===== src/rtl/y86_seq_controller.sv =====
// Stage sequencer for the multi-cycle Y86 SEQ core: one-hot stage enables, variable-latency
// data memory handshake, processor status ownership, and cycle/retired-instruction counters.
module y86_seq_controller #(
  parameter int unsigned CNT_W       = 32,
  parameter int unsigned MEM_TIMEOUT = 16
) (
  input  logic             clk,
  input  logic             rst_n,
  input  logic             start,
  input  logic [3:0]       icode,
  input  logic             instr_valid,
  input  logic             imem_error,
  input  logic             mem_ack,
  input  logic             dmem_error,
  output logic             fetch_en,
  output logic             decode_en,
  output logic             exec_en,
  output logic             mem_req,
  output logic             wb_en,
  output logic             pc_en,
  output logic [1:0]       status,
  output logic             running,
  output logic [CNT_W-1:0] cycle_count,
  output logic [CNT_W-1:0] instr_count
);

  localparam logic [2:0] StIdle      = 3'd0;
  localparam logic [2:0] StFetch     = 3'd1;
  localparam logic [2:0] StDecode    = 3'd2;
  localparam logic [2:0] StExecute   = 3'd3;
  localparam logic [2:0] StMemory    = 3'd4;
  localparam logic [2:0] StWriteback = 3'd5;
  localparam logic [2:0] StPcUpdate  = 3'd6;
  localparam logic [2:0] StHalted    = 3'd7;

  localparam logic [1:0] StatAok = 2'd0;
  localparam logic [1:0] StatHlt = 2'd1;
  localparam logic [1:0] StatIns = 2'd2;
  localparam logic [1:0] StatAdr = 2'd3;

  localparam int unsigned WaitW = (MEM_TIMEOUT > 1) ? $clog2(MEM_TIMEOUT) : 1;
  localparam logic [WaitW-1:0] WaitLast = WaitW'(MEM_TIMEOUT - 1);

  logic [2:0]       state_q, state_d;
  logic [1:0]       status_q, status_d;
  logic [WaitW-1:0] wait_q, wait_d;
  logic [CNT_W-1:0] cycle_q, cycle_d;
  logic [CNT_W-1:0] instr_q, instr_d;
  logic             is_mem_op;

  // mrmovq, rmmovq, call, ret, pushq, popq touch data memory
  assign is_mem_op = (icode == 4'h4) || (icode == 4'h5) || (icode == 4'h8) ||
                     (icode == 4'h9) || (icode == 4'hA) || (icode == 4'hB);

  always_comb begin
    state_d  = state_q;
    status_d = status_q;
    wait_d   = '0;
    instr_d  = instr_q;
    cycle_d  = cycle_q;
    if (state_q != StIdle && state_q != StHalted) begin
      cycle_d = cycle_q + CNT_W'(1);
    end
    unique case (state_q)
      StIdle: begin
        if (start) state_d = StFetch;
      end
      StFetch: state_d = StDecode;
      StDecode: begin
        if (imem_error) begin
          status_d = StatAdr;
          state_d  = StHalted;
        end else if (!instr_valid) begin
          status_d = StatIns;
          state_d  = StHalted;
        end else if (icode == 4'h0) begin
          status_d = StatHlt;
          instr_d  = instr_q + CNT_W'(1);
          state_d  = StHalted;
        end else begin
          state_d = StExecute;
        end
      end
      StExecute: state_d = is_mem_op ? StMemory : StWriteback;
      StMemory: begin
        if (mem_ack) begin
          if (dmem_error) begin
            status_d = StatAdr;
            state_d  = StHalted;
          end else begin
            state_d = StWriteback;
          end
        end else if (wait_q == WaitLast) begin
          // wait_q counts completed no-ack cycles; this is the last one allowed
          status_d = StatAdr;
          state_d  = StHalted;
        end else begin
          wait_d = wait_q + WaitW'(1);
        end
      end
      StWriteback: state_d = StPcUpdate;
      StPcUpdate: begin
        instr_d = instr_q + CNT_W'(1);
        state_d = StFetch;
      end
      StHalted: state_d = StHalted;
      default: state_d = StIdle;
    endcase
  end

  always_ff @(posedge clk or negedge rst_n) begin
    if (!rst_n) begin
      state_q  <= StIdle;
      status_q <= StatAok;
      wait_q   <= '0;
      cycle_q  <= '0;
      instr_q  <= '0;
    end else begin
      state_q  <= state_d;
      status_q <= status_d;
      wait_q   <= wait_d;
      cycle_q  <= cycle_d;
      instr_q  <= instr_d;
    end
  end

  // Outputs decode straight from the state register, so async reset clears them at once
  always_comb begin
    fetch_en  = (state_q == StFetch);
    decode_en = (state_q == StDecode);
    exec_en   = (state_q == StExecute);
    mem_req   = (state_q == StMemory);
    wb_en     = (state_q == StWriteback);
    pc_en     = (state_q == StPcUpdate);
    running   = (state_q != StIdle) && (state_q != StHalted);
  end

  assign status      = status_q;
  assign cycle_count = cycle_q;
  assign instr_count = instr_q;

endmodule


===== config.mk =====
export PLATFORM = sky130hd
export DESIGN_NAME = y86_seq_controller
export DESIGN_NICKNAME = d
export VERILOG_FILES = /design/src/rtl/y86_seq_controller.sv
export SDC_FILE = /design/constraint.sdc
export NUM_CORES = 1
export LEC_CHECK = 0
export CAP_MARGIN = 20
export CORE_ASPECT_RATIO = 1.1
export CORE_UTILIZATION = 42
export DETAILED_ROUTE_END_ITERATION = 6
export GPL_ROUTABILITY_DRIVEN = 0
export GPL_TIMING_DRIVEN = 1
export HOLD_SLACK_MARGIN = 0.1
export PLACE_DENSITY = 0.81
export SETUP_SLACK_MARGIN = 0.1
export SYNTH_ARGS = -nofsm -noshare
export SYNTH_HDL_FRONTEND = slang
export SYNTH_SLANG_ARGS = --single-unit

===== constraint.sdc =====
create_clock -name clk -period 3.3 [get_ports clk]
set_clock_uncertainty 0.15 [all_clocks]
set_input_delay 0.33 -clock clk [delete_from_list [all_inputs] [get_ports clk]]
set_output_delay 0.33 -clock clk [all_outputs]
set_load 0.02 [all_outputs]

==> summary.txt <==
OUTCOME
---------------------------------------------------------------------------------------
Run status ............................................................... complete, no violations

POWER AND IR DROP
---------------------------------------------------------------------------------------
P_sw .....................................................................   0.000901 W
Leakage power ............................................................      2.02 nW
Worst IR Drop VDD ........................................................   0.000433 V
Internal power ...........................................................    0.00175 W
Clock network fraction of total power ....................................        26.0%
Combinational Power Share ................................................        30.1%
Power per cell area ......................................................   584 mW/mm2
Sequential Power Share ...................................................        43.9%
Sw Share .................................................................        34.0%

TIMING
---------------------------------------------------------------------------------------
Timing-limited maximum frequency .........................................      384 MHz
Final period utilization .................................................        78.9%
Final Hold Slack .........................................................     0.324 ns
Sum Neg Setup Slack ......................................................         0 ns
Final count of hold timing violations ....................................            0
Slew Limit Fails .........................................................            0
Final count of negative-setup-slack endpoints ............................            0
Final critical-path required period ......................................      2.60 ns
Worst slew pin tran ......................................................     0.638 ns
RSZ-0062 raised after global routing .....................................        false
Headroom to the max-slew limit ...........................................        57.1%

YOSYS
---------------------------------------------------------------------------------------
Xor/xnor share of the synthesized area ...................................        16.6%
Combinational family with the most area after synthesis .................. simple AND/OR/NAND/NOR gates
Per-instance average area after synthesis ................................     11.1 um2
Total of flip-flops plus latches after synthesis .........................           73
Total number of yosys warnings ...........................................            0
Share of the synthesized area in compound gates (AO/OA/AOI/OAI) ..........        2.52%
Number of instances in the synthesized netlist ...........................          303
Post-Synth Adder-Cell Area ...............................................        1.11%
Simple logic cell fraction of the synthesized area .......................        22.9%
Total nets after synthesis ...............................................          317
Netlist area before placement ............................................  0.00338 mm2
Synth unique cells .......................................................           40
Share of cell area taken by muxes after synthesis ........................       0.963%
Share of synthesized area occupied by flip-flops and latches .............        54.1%

CLOCK TREE
---------------------------------------------------------------------------------------
Number of hold-repair buffers added at the cts stage .....................            1
Total CTS buffers ........................................................            9
Root buffer cell ......................................................... sky130_fd_sc_hd__clkbuf_8
Number of clock sinks ....................................................           73
H-tree depth .............................................................            3
Worst-skew pair later-pin latency ........................................      0.34 ns
Worst-case clock buffer depth ............................................            2
Number of post-CTS setup repair buffers ..................................            0
Reg clk slew, reported paths .............................................      0.07 ns
Count of instances resized after the clock tree is built .................            0
TritonCTS clock tree .....................................................        built

DIE
---------------------------------------------------------------------------------------
Top-level I/O count ......................................................           84
DIE AREA .................................................................  0.00840 mm2
Horizontal die dimension .................................................      87.5 um
FP Rows ..................................................................           33
Core outline area ........................................................  0.00764 mm2
Initial Util .............................................................        44.2%
Die Y-Extent .............................................................      96.0 um

CRITICAL PATH
---------------------------------------------------------------------------------------
Worst EP required ........................................................      2.82 ns
Worst path slowest cell .................................................. sky130_fd_sc_hd__clkdlybuf4s50_1
Buffer and inverter count on the worst path ..............................            3
Max stage delay on crit path .............................................      0.61 ns
Critical-path cell list .................................................. inv_1 -> or3_1 -> inv_1 -> clkdlybuf4s50_1
Largest delay contributor family on the critical path .................... buffers and inverters
Number of stages on the worst setup path .................................            4
Crit path arrival time ...................................................      2.12 ns
Critical Path Source Type ................................................    flip-flop
Number of cells on the worst reg-to-reg path .............................            5
Crit Path Category .......................................................      reg2out
Most frequent cell on the critical path .................................. sky130_fd_sc_hd__inv_1
Largest driver fanout on the critical path ...............................            9
Capturing element type of the critical path ..............................  output port

ROUTING
---------------------------------------------------------------------------------------
ANT nets after route .....................................................            0
WL final .................................................................      6.83 mm
Drt via density ..........................................................         5.10
Number of detailed-routing iterations run before antenna repair ..........            4
Number of violations reported at the end of detailed-routing iteration 0 .           89
Total vias in the final route ............................................        2,581
Total DRC errors in the routed layout ....................................            0
Average wire per standard cell ...........................................      13.5 um

JOB
---------------------------------------------------------------------------------------
Max Cap Violations .......................................................            0

PLACED DESIGN
---------------------------------------------------------------------------------------
# placed instances .......................................................          489
Half-perimeter wire length of the detailed placement result ..............      5.07 mm
Count of input and output buffers ........................................           83

MIN PATH
---------------------------------------------------------------------------------------
Path type of the worst min-delay path ....................................      reg2reg
Number of cells on the worst hold path ...................................            1

GRT
---------------------------------------------------------------------------------------
Antenna violations before repair .........................................            0
Maximum number of pins on one net before global-route repair .............           29
Global Route Usage Sum ...................................................        17.7%
Number of global-route vias before repair ................................        2,443
Total overflow reported by the global router .............................            0
Wire length of the first global-routing pass .............................      11.4 mm

FINAL LAYOUT
---------------------------------------------------------------------------------------
Util after Layout ........................................................        59.3%
Synthesis-to-finish area growth ..........................................        34.2%
Ratio of cells with drive above 1 in the final layout ....................        7.48%
Register cell area after layout ..........................................  0.00183 mm2
Number of nets in the layout .............................................          410
Total inserted antenna cells .............................................            0
Non-filler cells, final ..................................................          506
Total area of multi-input combinational cells ............................  0.00149 mm2
Fill cell total of the finished layout ...................................          641

[registers in the layout (all words and copies together), names as in the netlist]
| name | count |
|---|---|
| cycle_count | 32 |
| instr_count | 32 |
| state_q | 3 |
| status | 2 |
| wait_q | 4 |
[final cells by class]
type                            count  share of cell area [%]
Sequential cell                    73                    40.3
Multi-Input combinational cell    217                    32.9
Timing Repair Buffer               87                    18.9
Clock buffer                       11                    3.12
Tap cell                          105                    2.90
Clock inverter                      5                    1.21
Inverter                            8                   0.663
[worst paths after layout]
path	startpoint	end	slack [ns]
min reg2reg	cycle_count[31]$_DFFE_PN0P_	cycle_count[31]$_DFFE_PN0P_	0.32
min	cycle_count[31]$_DFFE_PN0P_	cycle_count[31]$_DFFE_PN0P_	0.32
max reg2reg	state_q[0]$_DFFE_PN0P_	cycle_count[26]$_DFFE_PN0P_	1.09
max in group asynchronous	rst_n	cycle_count[1]$_DFFE_PN0P_	1.84
min in group asynchronous	rst_n	instr_count[21]$_DFFE_PN0P_	0.38
max	state_q[1]$_DFFE_PN0P_	decode_en	0.70
[power groups by stage]
stage / clock network, W / logic [W] / registers, W
after floorplan: 0 / 0.000399 / 0.00122
after global placement: 0 / 0.000787 / 0.00117
after detailed placement: 0 / 0.000799 / 0.00117
after CTS: 0.000703 / 0.000806 / 0.00116
after global routing: 0.000736 / 0.000866 / 0.00118
final: 0.000688 / 0.000797 / 0.00116
[logic make-up after synthesis]
kind of cell	after synthesis
flops	73
xor+xnor	64
mux	3
fa+ha+maj	3
simple gates	134
compound gates	13
buf+inv	13
[metrics by stage]
stage	total power (W)	area, um2	setup slack (ns)
finish	0.00265	4530	0.697
global route	0.00278	4530	0.621
CTS	0.00267	4530	0.708
detailed placement	0.00197	4330	0.684
global placement	0.00196	4330	0.806
floorplan	0.00161	3380	1.22
[cell usage in the layout, fill, tap and decap left out, types with 2 or more instances in the layout]
master	n
sky130_fd_sc_hd__and4_1	8
sky130_fd_sc_hd__nor4_1	2
sky130_fd_sc_hd__nand4_1	13
sky130_fd_sc_hd__clkinv_2	2
sky130_fd_sc_hd__nand2b_1	3
sky130_fd_sc_hd__or3_1	2
sky130_fd_sc_hd__nand3_1	21
sky130_fd_sc_hd__a21oi_1	4
sky130_fd_sc_hd__clkinvlp_4	2
sky130_fd_sc_hd__and2_1	3
sky130_fd_sc_hd__nor2_1	24
sky130_fd_sc_hd__nor3_1	7
sky130_fd_sc_hd__dfrtp_1	73
sky130_fd_sc_hd__buf_4	3
sky130_fd_sc_hd__xnor2_1	42
sky130_fd_sc_hd__nor3_2	3
sky130_fd_sc_hd__o21ai_0	3
sky130_fd_sc_hd__and3_1	10
sky130_fd_sc_hd__ha_1	3
sky130_fd_sc_hd__nor4_4	2
sky130_fd_sc_hd__clkdlybuf4s50_1	82
sky130_fd_sc_hd__mux2_2	2
sky130_fd_sc_hd__nor4_2	2
sky130_fd_sc_hd__clkbuf_8	10
sky130_fd_sc_hd__nand2_1	26
sky130_fd_sc_hd__inv_1	8
sky130_fd_sc_hd__xor2_1	22
[Yosys cell counts]
library cell,number,area share (%)
sky130_fd_sc_hd__or4_1,1,0.22
sky130_fd_sc_hd__nor4_4,2,1.3
sky130_fd_sc_hd__nor4_2,2,0.74
sky130_fd_sc_hd__and3b_1,1,0.26
sky130_fd_sc_hd__nor4_1,2,0.37
sky130_fd_sc_hd__o22ai_1,1,0.19
sky130_fd_sc_hd__nor3_1,7,1.0
sky130_fd_sc_hd__a2bb2oi_1,1,0.26
sky130_fd_sc_hd__or2_1,1,0.19
sky130_fd_sc_hd__mux2i_1,1,0.30
sky130_fd_sc_hd__o21ai_0,3,0.44
sky130_fd_sc_hd__nor3b_2,1,0.37
sky130_fd_sc_hd__nand3_1,21,3.1
sky130_fd_sc_hd__a21oi_1,4,0.59
sky130_fd_sc_hd__or3_1,2,0.37
sky130_fd_sc_hd__buf_2,3,0.44
sky130_fd_sc_hd__nand4_2,1,0.37
sky130_fd_sc_hd__mux2_2,2,0.67
sky130_fd_sc_hd__buf_6,1,0.33
sky130_fd_sc_hd__a22o_1,1,0.26
sky130_fd_sc_hd__xor2_1,22,5.7
sky130_fd_sc_hd__o211ai_1,1,0.22
sky130_fd_sc_hd__dfrtp_1,73,54
sky130_fd_sc_hd__a41oi_1,1,0.26
sky130_fd_sc_hd__ha_1,3,1.1
sky130_fd_sc_hd__nand2b_1,3,0.56
sky130_fd_sc_hd__o32a_1,1,0.30
sky130_fd_sc_hd__and2_1,3,0.56
sky130_fd_sc_hd__and4_1,8,2.1
sky130_fd_sc_hd__xnor2_1,42,11
sky130_fd_sc_hd__inv_1,8,0.89
sky130_fd_sc_hd__nor2b_1,1,0.19
sky130_fd_sc_hd__nand4_1,13,2.4
sky130_fd_sc_hd__nor3_2,3,0.89
sky130_fd_sc_hd__nand4b_1,1,0.26
sky130_fd_sc_hd__clkbuf_2,1,0.15
sky130_fd_sc_hd__and3_1,10,1.9
sky130_fd_sc_hd__nand2_1,26,2.9
sky130_fd_sc_hd__or3b_1,1,0.26
sky130_fd_sc_hd__nor2_1,24,2.7
[layer usage]
metal,wire (um),up-vias,global-route usage [%]
met1,3210,1254,23.1
met3,314,12,3.43
met2,3180,78,28.6
li1,-,1237,-
met5,0,-,0
met4,126,0,7.51
Note: power is estimated with default switching activity, not from simulation.
